$ cat src/rtl/mult_pkg.sv
// Shared definitions for the multiplier dispatch wrapper: operand/result
// widths and the dispatch FSM state encoding.
package mult_pkg;

    localparam int OP_W  = 8;
    localparam int RES_W = 16;

    typedef enum logic [1:0] {
        IDLE  = 2'd0,
        ISSUE = 2'd1,
        WAIT  = 2'd2,
        CLEAR = 2'd3
    } state_t;

    // Queue entries carry {x, y}; x occupies the upper byte.
    function automatic logic [2*OP_W-1:0] pack_ops(input logic [OP_W-1:0] x,
                                                   input logic [OP_W-1:0] y);
        return {x, y};
    endfunction

endpackage

$ cat src/rtl/mult_dispatch_if.sv
// Bundle of the upstream operand handshake, the multiplier control/datapath
// bus and the downstream result handshake around mult_dispatch.
// master = the dispatch wrapper, slave = its surroundings.
interface mult_dispatch_if;
    import mult_pkg::*;

    logic              in_valid;
    logic              in_ready;
    logic [OP_W-1:0]   in_x;
    logic [OP_W-1:0]   in_y;
    logic [OP_W-1:0]   mul_x;
    logic [OP_W-1:0]   mul_y;
    logic              mul_start;
    logic              mul_rst;
    logic              mul_done;
    logic [RES_W-1:0]  mul_res;
    logic              out_valid;
    logic              out_ready;
    logic [RES_W-1:0]  out_res;
    logic              busy;
    logic              err;

    modport master (
        input  in_valid, in_x, in_y, mul_done, mul_res, out_ready,
        output in_ready, mul_x, mul_y, mul_start, mul_rst,
               out_valid, out_res, busy, err
    );

    modport slave (
        output in_valid, in_x, in_y, mul_done, mul_res, out_ready,
        input  in_ready, mul_x, mul_y, mul_start, mul_rst,
               out_valid, out_res, busy, err
    );

endinterface

$ cat src/rtl/op_fifo.sv
// Operand pair queue: power-of-two depth, wrapping pointers, occupancy
// counter one bit wider than the pointers so full and empty are distinct.
module op_fifo
    import mult_pkg::*;
#(
    parameter int DEPTH = 4,
    parameter int WIDTH = 2 * OP_W
) (
    input  logic             clk,
    input  logic             rst,
    input  logic             push,
    input  logic             pop,
    input  logic [WIDTH-1:0] din,
    output logic [WIDTH-1:0] dout,
    output logic             full,
    output logic             empty
);

    localparam int              PTR_W    = $clog2(DEPTH);
    localparam logic [PTR_W:0]  FULL_CNT = (PTR_W + 1)'(DEPTH);

    logic [WIDTH-1:0] mem [DEPTH];
    logic [PTR_W-1:0] wr_ptr;
    logic [PTR_W-1:0] rd_ptr;
    logic [PTR_W:0]   count_q;
    logic             do_push;
    logic             do_pop;

    assign full    = (count_q == FULL_CNT);
    assign empty   = (count_q == '0);
    // A push while full is dropped even if a pop happens in the same cycle.
    assign do_push = push && !full;
    assign do_pop  = pop && !empty;
    assign dout    = mem[rd_ptr];

    // Storage write; contents need no reset since count_q gates every read.
    always_ff @(posedge clk) begin
        if (do_push) begin
            mem[wr_ptr] <= din;
        end
    end

    // Pointer and occupancy bookkeeping.
    always_ff @(posedge clk or posedge rst) begin
        if (rst) begin
            wr_ptr  <= '0;
            rd_ptr  <= '0;
            count_q <= '0;
        end else begin
            if (do_push) begin
                wr_ptr <= wr_ptr + 1'b1;
            end
            if (do_pop) begin
                rd_ptr <= rd_ptr + 1'b1;
            end
            case ({do_push, do_pop})
                2'b10:   count_q <= count_q + 1'b1;
                2'b01:   count_q <= count_q - 1'b1;
                default: count_q <= count_q;
            endcase
        end
    end

endmodule

$ cat src/rtl/mult_dispatch.sv
// Front/back-end wrapper for the 8-bit multiplier and its control unit.
// Queues operand pairs, issues one multiply at a time with a start pulse,
// captures the product on DONE and parks the control unit back in IDLE with
// a clear pulse (it otherwise sits in its final state until reset).
// Optional build macro MULT_TIMEOUT_EN: bounds the wait for DONE to TIMEOUT
// cycles, drops the operation on expiry and raises a sticky err flag.
module mult_dispatch
    import mult_pkg::*;
#(
    parameter int DEPTH   = 4,
    parameter int TIMEOUT = 32
) (
    input  logic            clk,
    input  logic            RESET,
    mult_dispatch_if.master bus
);

    if ((DEPTH < 2) || ((DEPTH & (DEPTH - 1)) != 0) || (TIMEOUT < 1)) begin : g_param_check
        $error("mult_dispatch: DEPTH must be a power of two >= 2 and TIMEOUT >= 1");
    end

    state_t              state;
    logic [OP_W-1:0]     mul_x_q;
    logic [OP_W-1:0]     mul_y_q;
    logic                mul_start_q;
    logic                mul_rst_q;
    logic                out_valid_q;
    logic [RES_W-1:0]    out_res_q;
    logic                busy_q;

    logic [2*OP_W-1:0]   head;
    logic                fifo_full;
    logic                fifo_empty;
    logic                push;
    logic                pop;
    logic                slot_free;

`ifdef MULT_TIMEOUT_EN
    localparam int         CNT_W = $clog2(TIMEOUT + 1);
    localparam logic [CNT_W-1:0] CNT_LAST = CNT_W'(TIMEOUT - 1);
    logic [CNT_W-1:0]      wait_cnt;
    logic                  err_q;
`endif

    assign push      = bus.in_valid && !fifo_full;
    assign pop       = (state == IDLE) && !fifo_empty;
    assign slot_free = !out_valid_q || bus.out_ready;

    op_fifo #(
        .DEPTH (DEPTH),
        .WIDTH (2 * OP_W)
    ) u_fifo (
        .clk   (clk),
        .rst   (RESET),
        .push  (push),
        .pop   (pop),
        .din   (pack_ops(bus.in_x, bus.in_y)),
        .dout  (head),
        .full  (fifo_full),
        .empty (fifo_empty)
    );

    // Dispatch FSM; every output it drives is registered here.
    always_ff @(posedge clk or posedge RESET) begin
        if (RESET) begin
            state       <= IDLE;
            mul_x_q     <= '0;
            mul_y_q     <= '0;
            mul_start_q <= 1'b0;
            mul_rst_q   <= 1'b0;
            out_valid_q <= 1'b0;
            out_res_q   <= '0;
            busy_q      <= 1'b0;
`ifdef MULT_TIMEOUT_EN
            wait_cnt    <= '0;
            err_q       <= 1'b0;
`endif
        end else begin
            mul_start_q <= 1'b0;
            mul_rst_q   <= 1'b0;
            // Drain handshake; a capture below in the same cycle overrides it.
            if (out_valid_q && bus.out_ready) begin
                out_valid_q <= 1'b0;
            end
            case (state)
                IDLE: begin
                    if (!fifo_empty) begin
                        state       <= ISSUE;
                        mul_x_q     <= head[2*OP_W-1:OP_W];
                        mul_y_q     <= head[OP_W-1:0];
                        mul_start_q <= 1'b1;
                        busy_q      <= 1'b1;
                    end
                end
                ISSUE: begin
                    state <= WAIT;
`ifdef MULT_TIMEOUT_EN
                    wait_cnt <= '0;
`endif
                end
                WAIT: begin
                    // DONE is sticky, so waiting for a free slot loses nothing.
                    if (bus.mul_done && slot_free) begin
                        out_res_q   <= bus.mul_res;
                        out_valid_q <= 1'b1;
                        mul_rst_q   <= 1'b1;
                        state       <= CLEAR;
                    end
`ifdef MULT_TIMEOUT_EN
                    else if (!bus.mul_done && (wait_cnt == CNT_LAST)) begin
                        err_q     <= 1'b1;
                        mul_rst_q <= 1'b1;
                        state     <= CLEAR;
                    end else if (!bus.mul_done) begin
                        wait_cnt <= wait_cnt + 1'b1;
                    end
`endif
                end
                CLEAR: begin
                    state  <= IDLE;
                    busy_q <= 1'b0;
                end
                default: state <= IDLE;
            endcase
        end
    end

    assign bus.in_ready  = !fifo_full;
    assign bus.mul_x     = mul_x_q;
    assign bus.mul_y     = mul_y_q;
    assign bus.mul_start = mul_start_q;
    assign bus.mul_rst   = mul_rst_q;
    assign bus.out_valid = out_valid_q;
    assign bus.out_res   = out_res_q;
    assign bus.busy      = busy_q;
`ifdef MULT_TIMEOUT_EN
    assign bus.err       = err_q;
`else
    assign bus.err       = 1'b0;
`endif

endmodule

$ cat src/flat_wrapper.sv
// flat-port wrapper written by rule: the top's interface ports become plain ports
module mult_dispatch_flat import mult_pkg::*;
#(
    parameter int DEPTH   = 4,
    parameter int TIMEOUT = 32
)
  (clk, RESET, bus_in_valid, bus_in_x, bus_in_y, bus_mul_done, bus_mul_res, bus_out_ready, bus_in_ready, bus_mul_x, bus_mul_y, bus_mul_start, bus_mul_rst, bus_out_valid, bus_out_res, bus_busy, bus_err);
  mult_dispatch_if bus_i ();
  input  logic clk;
  input  logic RESET;
  input wire logic [$bits(bus_i.in_valid)-1:0] bus_in_valid;
  input wire logic [$bits(bus_i.in_x)-1:0] bus_in_x;
  input wire logic [$bits(bus_i.in_y)-1:0] bus_in_y;
  input wire logic [$bits(bus_i.mul_done)-1:0] bus_mul_done;
  input wire logic [$bits(bus_i.mul_res)-1:0] bus_mul_res;
  input wire logic [$bits(bus_i.out_ready)-1:0] bus_out_ready;
  output wire logic [$bits(bus_i.in_ready)-1:0] bus_in_ready;
  output wire logic [$bits(bus_i.mul_x)-1:0] bus_mul_x;
  output wire logic [$bits(bus_i.mul_y)-1:0] bus_mul_y;
  output wire logic [$bits(bus_i.mul_start)-1:0] bus_mul_start;
  output wire logic [$bits(bus_i.mul_rst)-1:0] bus_mul_rst;
  output wire logic [$bits(bus_i.out_valid)-1:0] bus_out_valid;
  output wire logic [$bits(bus_i.out_res)-1:0] bus_out_res;
  output wire logic [$bits(bus_i.busy)-1:0] bus_busy;
  output wire logic [$bits(bus_i.err)-1:0] bus_err;
  assign bus_i.in_valid = bus_in_valid;
  assign bus_i.in_x = bus_in_x;
  assign bus_i.in_y = bus_in_y;
  assign bus_i.mul_done = bus_mul_done;
  assign bus_i.mul_res = bus_mul_res;
  assign bus_i.out_ready = bus_out_ready;
  assign bus_in_ready = bus_i.in_ready;
  assign bus_mul_x = bus_i.mul_x;
  assign bus_mul_y = bus_i.mul_y;
  assign bus_mul_start = bus_i.mul_start;
  assign bus_mul_rst = bus_i.mul_rst;
  assign bus_out_valid = bus_i.out_valid;
  assign bus_out_res = bus_i.out_res;
  assign bus_busy = bus_i.busy;
  assign bus_err = bus_i.err;
  mult_dispatch #(.DEPTH(DEPTH), .TIMEOUT(TIMEOUT)) u_core (.clk(clk), .RESET(RESET), .bus(bus_i));
endmodule
$ cat config.mk
export PLATFORM = sky130hd
export DESIGN_NAME = mult_dispatch_flat
export DESIGN_NICKNAME = d
export VERILOG_FILES = /design/src/rtl/mult_pkg.sv /design/src/rtl/mult_dispatch_if.sv /design/src/rtl/op_fifo.sv /design/src/rtl/mult_dispatch.sv /design/src/flat_wrapper.sv
export SDC_FILE = /design/constraint.sdc
export NUM_CORES = 1
export LEC_CHECK = 0
export ABC_AREA = 0
export BUFFER_PORTS_ARGS = -buffer_cell sky130_fd_sc_hd__buf_2
export CORE_ASPECT_RATIO = 1.2
export CORE_MARGIN = 2
export CORE_UTILIZATION = 30
export CTS_CLUSTER_SIZE = 24
export DETAILED_ROUTE_END_ITERATION = 8
export PLACE_DENSITY_LB_ADDON = 0.1
export SLEW_MARGIN = 5
export SYNTH_ARGS = -nofsm -noshare
export SYNTH_HDL_FRONTEND = slang
export SYNTH_SLANG_ARGS = --single-unit
$ cat constraint.sdc
create_clock -name clk -period 4.5 [get_ports clk]
set_input_delay 0.225 -clock clk [delete_from_list [all_inputs] [get_ports clk]]
set_output_delay 0.225 -clock clk [all_outputs]
set_load 0.03 [all_outputs]
* Word-level counts from Yosys, hierarchy flattened
Memory sizes are Yosys's and may differ from the RTL's. A register that Yosys moved wholly into a read port is not among the register bits.
Cells that the tools add are included.
** Cells by class
- $add $sub $neg :: 4
- Equality and inequality tests :: 8
- Mux-type cells :: 15
- Bitwise gates (word level) :: 1
- Reduce and logical (&&, ||, !) cells :: 18
** Operators with widths (count)
- $mux 1 :: 10
- $pmux 2 s4 :: 1
- $reduce_and 2->1 :: 4
- $eq 2x2->1 const B :: 3
- $logic_and 1x1->1 :: 6
- $pmux 3 s2 :: 1
- $add 2x1->2 const B :: 2
- $eq 2x1->1 const B :: 2
- $mux 2 :: 2
- $reduce_bool 2->1 :: 2
- $add 3x1->3 const B :: 1
- $eq 3x3->1 const B :: 1
- $logic_not 1->1 :: 3
- $logic_not 3->1 :: 1
- $sub 3x1->3 const B :: 1
- $logic_not 2->1 :: 1
- $ne 2x1->1 const B :: 1
- $ne 2x2->1 const B :: 1
- $pmux 1 s2 :: 1
- $logic_or 1x1->1 :: 1
- $not 1->1 :: 1
** Word-level totals
- Register bits after elaboration :: 29
- Memory bits (writable) :: 64
- Bits of input ports :: 37
- Output and inout bits :: 38
- Memories :: 1
** Memories
- u_core.u_fifo.mem :: depth 4, width 16, read ports 1, clocked after Yosys merged registers in 1, wr ports 1, RTL line op_fifo.sv:22 : logic [WIDTH-1:0] mem [DEPTH];

* Depth between registers and ports, before layout
Gate-level depths: netlist (run 1).
- Word-level depth :: 6
- Mapped depth :: 12

* Cells and area by module
A second synthesis (run 1) with hierarchy kept.
** Unflattened totals
- Cells, all modules :: 221
- Area, all modules :: 4345.4 µm²
** By module, submodules not included
- op_fifo :: times used 1, cells each 122, area an instance 2778.9 µm², seq. area each 2097.0 µm²
- mult_dispatch :: times used 1, cells each 99, area an instance 1566.5 µm², seq. area each 950.9 µm²

* Worst setup path after synthesis (run 1)
Ideal clock, no wire load.
- Kind :: reg2reg
- Start :: register u_core.u_fifo.count_q[0]
- End :: register u_core.u_fifo.count_q[2]
- Library setup time :: 0.079 ns
- Arrival time :: 2.141 ns
- Slack :: 2.280 ns
- Cell stages (with the launch flop) :: 11
- Path buffers :: 0
- Clock period less this slack :: 2.220 ns
- Cell sequence :: dfrtp_1 inv_1 nand3_1 and2_1 inv_1 ha_1 inv_1 fa_1 xor2_1 nor2_1 xor2_1
** Between the ends
- Cells in the longest elaborated chain, start to end :: 6
- Elaborated cells on any way between the ends :: 14
** Ends and longest elaborated chain
- start, declared :: RTL line op_fifo.sv:25 : logic [PTR_W:0] count_q;
- start signal, assigned :: RTL line op_fifo.sv:57 : 2'b10: count_q <= count_q + 1'b1;
- start signal, assigned :: RTL line op_fifo.sv:58 : 2'b01: count_q <= count_q - 1'b1;
- start signal, assigned :: RTL line op_fifo.sv:59 : default: count_q <= count_q;
- $eq 3x3->1 * :: RTL line op_fifo.sv:29 : assign full = (count_q == FULL_CNT);
- $logic_not 1->1 *
- named net bus_in_ready :: RTL line flat_wrapper.sv:17 : output wire logic [$bits(bus_i.in_ready)-1:0] bus_in_ready;
- $logic_and 1x1->1 :: RTL line mult_dispatch.sv:45 : assign push = bus.in_valid && !fifo_full;
- $logic_and 1x1->1 * :: RTL line op_fifo.sv:32 : assign do_push = push && !full;
- $eq 2x1->1 / $eq 2x2->1 (equally long branches) :: RTL line op_fifo.sv:56 : case ({do_push, do_pop})
- $pmux 3 s2 / $reduce_bool 2->1 (equally long branches)
The timed path passes the listed nets; every way through them passes the cells marked *.
A chain may end at the register's enable or synchronous reset.

* Worst setup path in the final report (run 1)
- Start :: register u_core.state[0]
- End :: register u_core.u_fifo.count_q[2]
** Between the ends
- Cells in the longest elaborated chain, start to end :: 5
- Elaborated cells on any way between the ends :: 7
** Ends and longest elaborated chain
- start, declared :: RTL line mult_dispatch.sv:22 : state_t state;
- start signal, assigned :: RTL line mult_dispatch.sv:66 : state <= IDLE;
- start signal, assigned :: RTL line mult_dispatch.sv:88 : state <= ISSUE;
- start signal, assigned :: RTL line mult_dispatch.sv:96 : state <= WAIT;
- $logic_not 2->1 * :: RTL line mult_dispatch.sv:46 : assign pop = (state == IDLE) && !fifo_empty;
- $logic_and 1x1->1 * :: RTL line mult_dispatch.sv:46
- $logic_and 1x1->1 * :: RTL line op_fifo.sv:33 : assign do_pop = pop && !empty;
- $eq 2x1->1 / $eq 2x2->1 (equally long branches) :: RTL line op_fifo.sv:56
- $pmux 3 s2 / $reduce_bool 2->1 (equally long branches)
Mark *: on every way between the ends. The rest lies on a longest branch, timed or not.

==> flow_metrics.tcl, run 1 <==
set metrics [dict create \
    synthCells 249 \
    maxSlewHeadroom_pct 33.7 \
    final_cell_area_um2 5100 \
    register_area_um2 3050 \
    finalClockSkew_ps 5.91 \
    synth_area_leaders "edfxtp_1, dfrtp_1, mux4_1, mux2_2, nand2_1" \
    peakVddDrop_mv 0.272 \
    ys_ff_latch 109 \
    ys_seq_area_share_pct 71.7 \
    total_power_mw 3.78 \
    grt_pass1_vias 2371 \
    numCtsBuffers 9 \
    rsz0062_at_grt "no" \
    avgRoutedWirePerCell_um 16.2 \
    final_cell_mix "buf_2, edfxtp_1, nand2_1" \
    portBuffers 73 \
    cts_htree_levels 3 \
    hold_viol 0 \
    fin_setup_tns_ps 0 \
    swShare_pct 36.1 \
    rows 47 \
    p_per_area_nw_per_um2 740 \
    fillers 1324 \
    hp-class "in2reg" \
    synthesis.nets 296 \
    yosysTopAreaCell "edfxtp_1" \
    grt_pass1_wl_mm 13.1 \
    die_h_um 134 \
    final_common_cell "buf_2" \
    fin_nets 372 \
    holdPathStages 1 \
    antenna_left 0 \
    area_growth_pct 19.9 \
    status "finished, final reports clean" \
    grt_max_degree 46 \
    multi_input_area_um2 1090 \
    fmax_ghz 0.365 \
    vias 2229 \
    cts.sink_count 109 \
    r2r_slack_ps 1760 \
    cts_tree "built" \
    drt_iter0_markers 84 \
    fin_crit_sh_pct 60.8 \
    viasPerCell 4.45 \
    p_int_mw 2.41 \
    coreArea_um2 13800 \
    synth_cell_types 28 \
    drt-pass1-iter-count 4 \
    crit_path_max_fanout 20 \
    routabilityCongestion 0.689 \
    cts-resized-gates 0 \
    combPwrFrac_pct 35.2 \
    cts_max_path_buffers 2 \
    synth_area_um2 4250 \
    place_area_um2 4770 \
    slowest_stage "inv_2" \
    gr-total-overflow 0 \
    fin_crit_ps 2740 \
    rr_worst_depth 10 \
    crit_chain "inv_1, ha_1, nand2b_1, inv_2, ha_1, inv_1, fa_1, xor2_1, nor2_1, xor2_1" \
    fp.dieArea_um2 15100 \
    setup_viol 0 \
    post_cts_buffers 0 \
    cts_hold_buf 0 \
    worst_pin_slew_ps 994 \
    cp-start-kind "flop" \
    ios 75 \
    cp.required_ps 4770 \
    worstSetupEndpointType "flop" \
    final_max_slew_viol_count 0 \
    p_leak_nw 2.16 \
    power.switching_mw 1.36 \
    synth.top_cell.area_share_pct 45.2 \
    insertion_delay_ps 340 \
    avgSynthCellArea_um2 17.1 \
    drive_gt1_share_pct 36.7 \
    antenna-diode-count 0 \
    ys_warn_count 0 \
    hpwl_mm 5.34 \
    critPathMaxStageDelay_ps 460 \
    drt_wl_total_mm 8.13 \
    root_buffer "clkbuf_16" \
    arrival_ps 3010 \
    grt_use_total_pct 11.6 \
    drcViolationCount 0 \
    cap_viol_max_count 0 \
    clk_pin_slew_worst_paths_ps 70 \
    pwr-share-clk_pct 23.1 \
    seq_power_share_pct 41.7 \
    antenna_found_initial 0 \
    die_w_um 113 \
    initial_utilization_pct 30.8 \
    crit_type "reg2reg" \
]
power groups by stage:
stage	clock network (mW)	registers (mW)	logic (mW)
6_report	0.872	1.57	1.33
3_5_place_dp	0	1.60	1.38
5_1_grt	0.935	1.62	1.47
4_1_cts	0.898	1.59	1.38
3_3_place_gp	0	1.60	1.35
2_1_floorplan	0	1.85	0.739
cells in the mapped netlist (all sizes together):
library cell	count
inv	11
dfrtp	45
mux2	18
mux4	16
xnor2	4
ha	9
nand2b	2
nand2	52
and2	2
conb	1
and3	4
nand3	2
nor2	2
a21oi	2
nor3	1
xor2	2
o32a	1
fa	1
buf	9
mux2i	1
edfxtp	64
worst paths after layout:
kind,startpoint,endpoint
worst min-delay path,bus_in_x[0],u_core.u_fifo.mem[3][8]
worst min register to register,u_core.bus.mul_x[5],u_core.bus.mul_x[5]
worst max-delay path,u_core.state[0],u_core.u_fifo.count_q[2]
min in group asynchronous,RESET,u_core.bus.out_res[3]
max in group asynchronous,RESET,u_core.bus.mul_y[7]
worst max register to register,u_core.state[0],u_core.u_fifo.count_q[2]
per-layer routing:
metal / part of all wire [%] / vias up / GRT usage (%)
li1: - / 1043 / -
met1: 41 / 1101 / 13.4
met2: 51 / 72 / 20.1
met3: 5.9 / 13 / 2.76
met4: 2.5 / 0 / 6.03
met5: 0 / - / 0
metrics by stage:
stage | util, % | worst slack, ps | hold WS [ps] | std cells
6_report | 36.9 | 1760 | 93.6 | 501
5_1_grt | 36.9 | 1440 | 72.4 | 501
4_1_cts | 36.9 | 1640 | 78.3 | 501
3_5_place_dp | 34.5 | 1660 | 445 | 485
3_3_place_gp | 34.5 | 1760 | 440 | 485
2_1_floorplan | - | 2280 | 324 | 249
state kept, by name, summed over array words and instances, names as in the netlist, 2 cells and up:
| signal | flops |
|---|---|
| u_core.u_fifo.rd_ptr | 2 |
| u_core.state | 2 |
| u_core.u_fifo.wr_ptr | 2 |
| u_core.u_fifo.mem | 64 |
| u_core.bus.mul_y | 8 |
| u_core.bus.out_res | 16 |
| u_core.bus.mul_x | 8 |
| u_core.u_fifo.count_q | 3 |
logic make-up (layout without fill, tap and decap cells):
kind of cell / count (synthesis) / after routing / synth area share [%]
simple gates: 65 / 65 / 6.59
other cells: 1 / 1 / 0.0882
mux: 35 / 35 / 14.2
compound gates: 3 / 3 / 0.471
fa+ha+maj: 10 / 10 / 3.12
xor+xnor: 6 / 6 / 1.24
buf+inv: 20 / 101 / 2.65
flops: 109 / 109 / 71.7
worst max-delay path: cells and delay by family, from the launching register on:
kind                       cells  cell delay [ps]
adders and majority gates      3              810
buffers and inverters          3              620
and+or+nand+nor                2              520
DFF                            1              400
xor gates and xnor gates       2              300
area by class of cell:
cell class | count | area share [%]
Clock buffer | 10 | 4.69
Tap cell | 171 | 4.20
Clock inverter | 6 | 1.82
Sequential cell | 109 | 59.8
Inverter | 11 | 0.810
Multi-Input combinational cell | 120 | 21.4
Timing Repair Buffer | 74 | 7.31
Power figures use the tool's default switching activity.
==> inputs of run 2 (changes only) <==
Clock period 4.5 ns to 2.4 ns, I/O delays scaled along.
==> run 2 against run 1 <==
- combinational power is 97% higher
- clock power is 72% higher
- core utilization is 1.6 points higher
- total power is 86% higher
- first-iteration DRC count is 11% higher
- routed wire length is 1.3% lower
- global-route usage is 0.33 points lower
- clock skew hardly changed
- worst setup slack worse by 1500 ps
- non-clock buffer count is 27 higher
- sequential power is 85% higher
- flip-flop and latch count stayed put
- critical path type unchanged
- highest routed layer unchanged
==> flow_metrics.tcl, run 2 (synthesis gave the netlist of run 1 again) <==
set metrics [dict create \
    ios 75 \
    drive_gt1_share_pct 36.4 \
    crit_type "reg2reg" \
    worstSetupEndpointType "flop" \
    drt_iter0_markers 93 \
    antenna-diode-count 0 \
    cp.required_ps 2660 \
    cts_htree_levels 3 \
    cts_max_path_buffers 2 \
    top_register "u_core.u_fifo.mem" \
    hpwl_mm 5.26 \
    viasPerCell 4.34 \
    grt_max_degree 21 \
    post_cts_buffers 0 \
    routabilityCongestion 0.672 \
    final_max_slew_viol_count 0 \
    p_leak_nw 2.27 \
    final_cell_mix "buf_2, edfxtp_1, nand2_1" \
    p_per_area_nw_per_um2 1320 \
    fin_crit_sh_pct 87.3 \
    cap_viol_max_count 0 \
    avgRoutedWirePerCell_um 15.2 \
    vias 2290 \
    hp-start "bus_in_x[5]" \
    hold_viol 0 \
    fin_nets 399 \
    gr-total-overflow 0 \
    grt_pass1_vias 2415 \
    status "finished, final reports clean" \
    hp-class "in2reg" \
    coreArea_um2 13800 \
    portBuffers 73 \
    cts.sink_count 109 \
    area_growth_pct 25.0 \
    drt_wl_total_mm 8.02 \
    final_common_cell "buf_2" \
    grt_use_total_pct 11.3 \
    fin_setup_tns_ps 0 \
    die_h_um 134 \
    root_buffer "clkbuf_16" \
    fin_crit_ps 2100 \
    die_w_um 113 \
    grt_pass1_wl_mm 12.9 \
    critical_path.startpoint "u_core.u_fifo.count_q[0]" \
    crit_path_max_fanout 6 \
    r2r_start "u_core.u_fifo.count_q[0]" \
    numCtsBuffers 9 \
    clk_pin_slew_worst_paths_ps 70 \
    finalClockSkew_ps 6.09 \
    fin_util_pct 38.5 \
    largest_reg_flops 64 \
    rsz0062_at_grt "no" \
    antenna_left 0 \
    arrival_ps 2350 \
    cts_tree "built" \
    fp.dieArea_um2 15100 \
    cp-start-kind "flop" \
    fmax_ghz 0.477 \
    insertion_delay_ps 340 \
    antenna_found_initial 0 \
    drcViolationCount 0 \
    rows 47 \
    peakVddDrop_mv 0.646 \
    drt-pass1-iter-count 4 \
    initial_utilization_pct 30.8 \
    setup_viol 0 \
]
run 2: cell count changes in the layout (fill, tap and decap cells not counted):
cell	previous run	this run
bufinv_16	2	1
clkinv_1	0	1
dlygate4sd3_1	0	17
inv_6	1	2
clkbuf_8	1	0
clkinv_4	0	1
clkinv_2	1	0
buf_4	1	11
run 2: final timing paths:
| path | to | slack [ps] | cells past startpoint |
|---|---|---|---|
| max | u_core.u_fifo.count_q[2] | 300 | 10 |
| min | u_core.u_fifo.mem[2][13] | 10 | 1 |
| max reg2reg | u_core.u_fifo.count_q[2] | 300 | 10 |
| min reg2reg | u_core.bus.mul_x[7] | 470 | 2 |
| max in group asynchronous | u_core.bus.mul_rst | 1580 | 4 |
| min in group asynchronous | u_core.bus.mul_x[6] | 240 | 3 |
run 2: layout make-up:
class,instances,area (um2)
Clock buffer,9,225
Clock inverter,7,78.8
Fill cell,1298,8500
Inverter,11,41.3
Multi-Input combinational cell,120,1090
Sequential cell,109,3050
Tap cell,171,214
Timing Repair Buffer,101,618
run 2: critical path, cell delays in order (launching register included):
cell	delay, ps
dfrtp_1	410
inv_1	110
nand3_1	160
and2_1	250
inv_1	70
ha_1	170
inv_1	60
fa_1	370
xor2_1	150
nor2_1	110
xor2_1	160
run 2: metal layers:
layer  vias up  global-route usage (%)  share of wire [%]
met2        66                    19.8                 52
met3         4                    2.76                4.6
met1      1122                    13.5                 42
li1       1098                       -                  -
met5         -                       0                  0
met4         0                    4.07                1.0
run 2: timing repair:
item,CTS,global route
hold endpoints to repair,59,4
gates resized for setup,0,0
hold buffers,16,1
run 2: through the flow:
step	total power [mW]	std cells	worst slack (ps)	hold WS, ps	instance area [um2]
final	7.02	528	305	12.3	5320
after floorplan	4.85	249	180	219	4250
after global placement	5.60	495	385	57.4	4840
after global routing	7.51	528	138	5.08	5320
after detailed placement	5.63	495	312	57.5	4840
after CTS	7.18	527	296	2.31	5310
run 2: where the power goes:
group / leakage, nW / switching (mW) / total, mW / internal, mW
sequential: 1.13 / 0.279 / 2.90 / 2.62
combinational: 0.992 / 1.59 / 2.62 / 1.03
clock: 0.146 / 0.678 / 1.50 / 0.823
total: 2.27 / 2.55 / 7.02 / 4.48
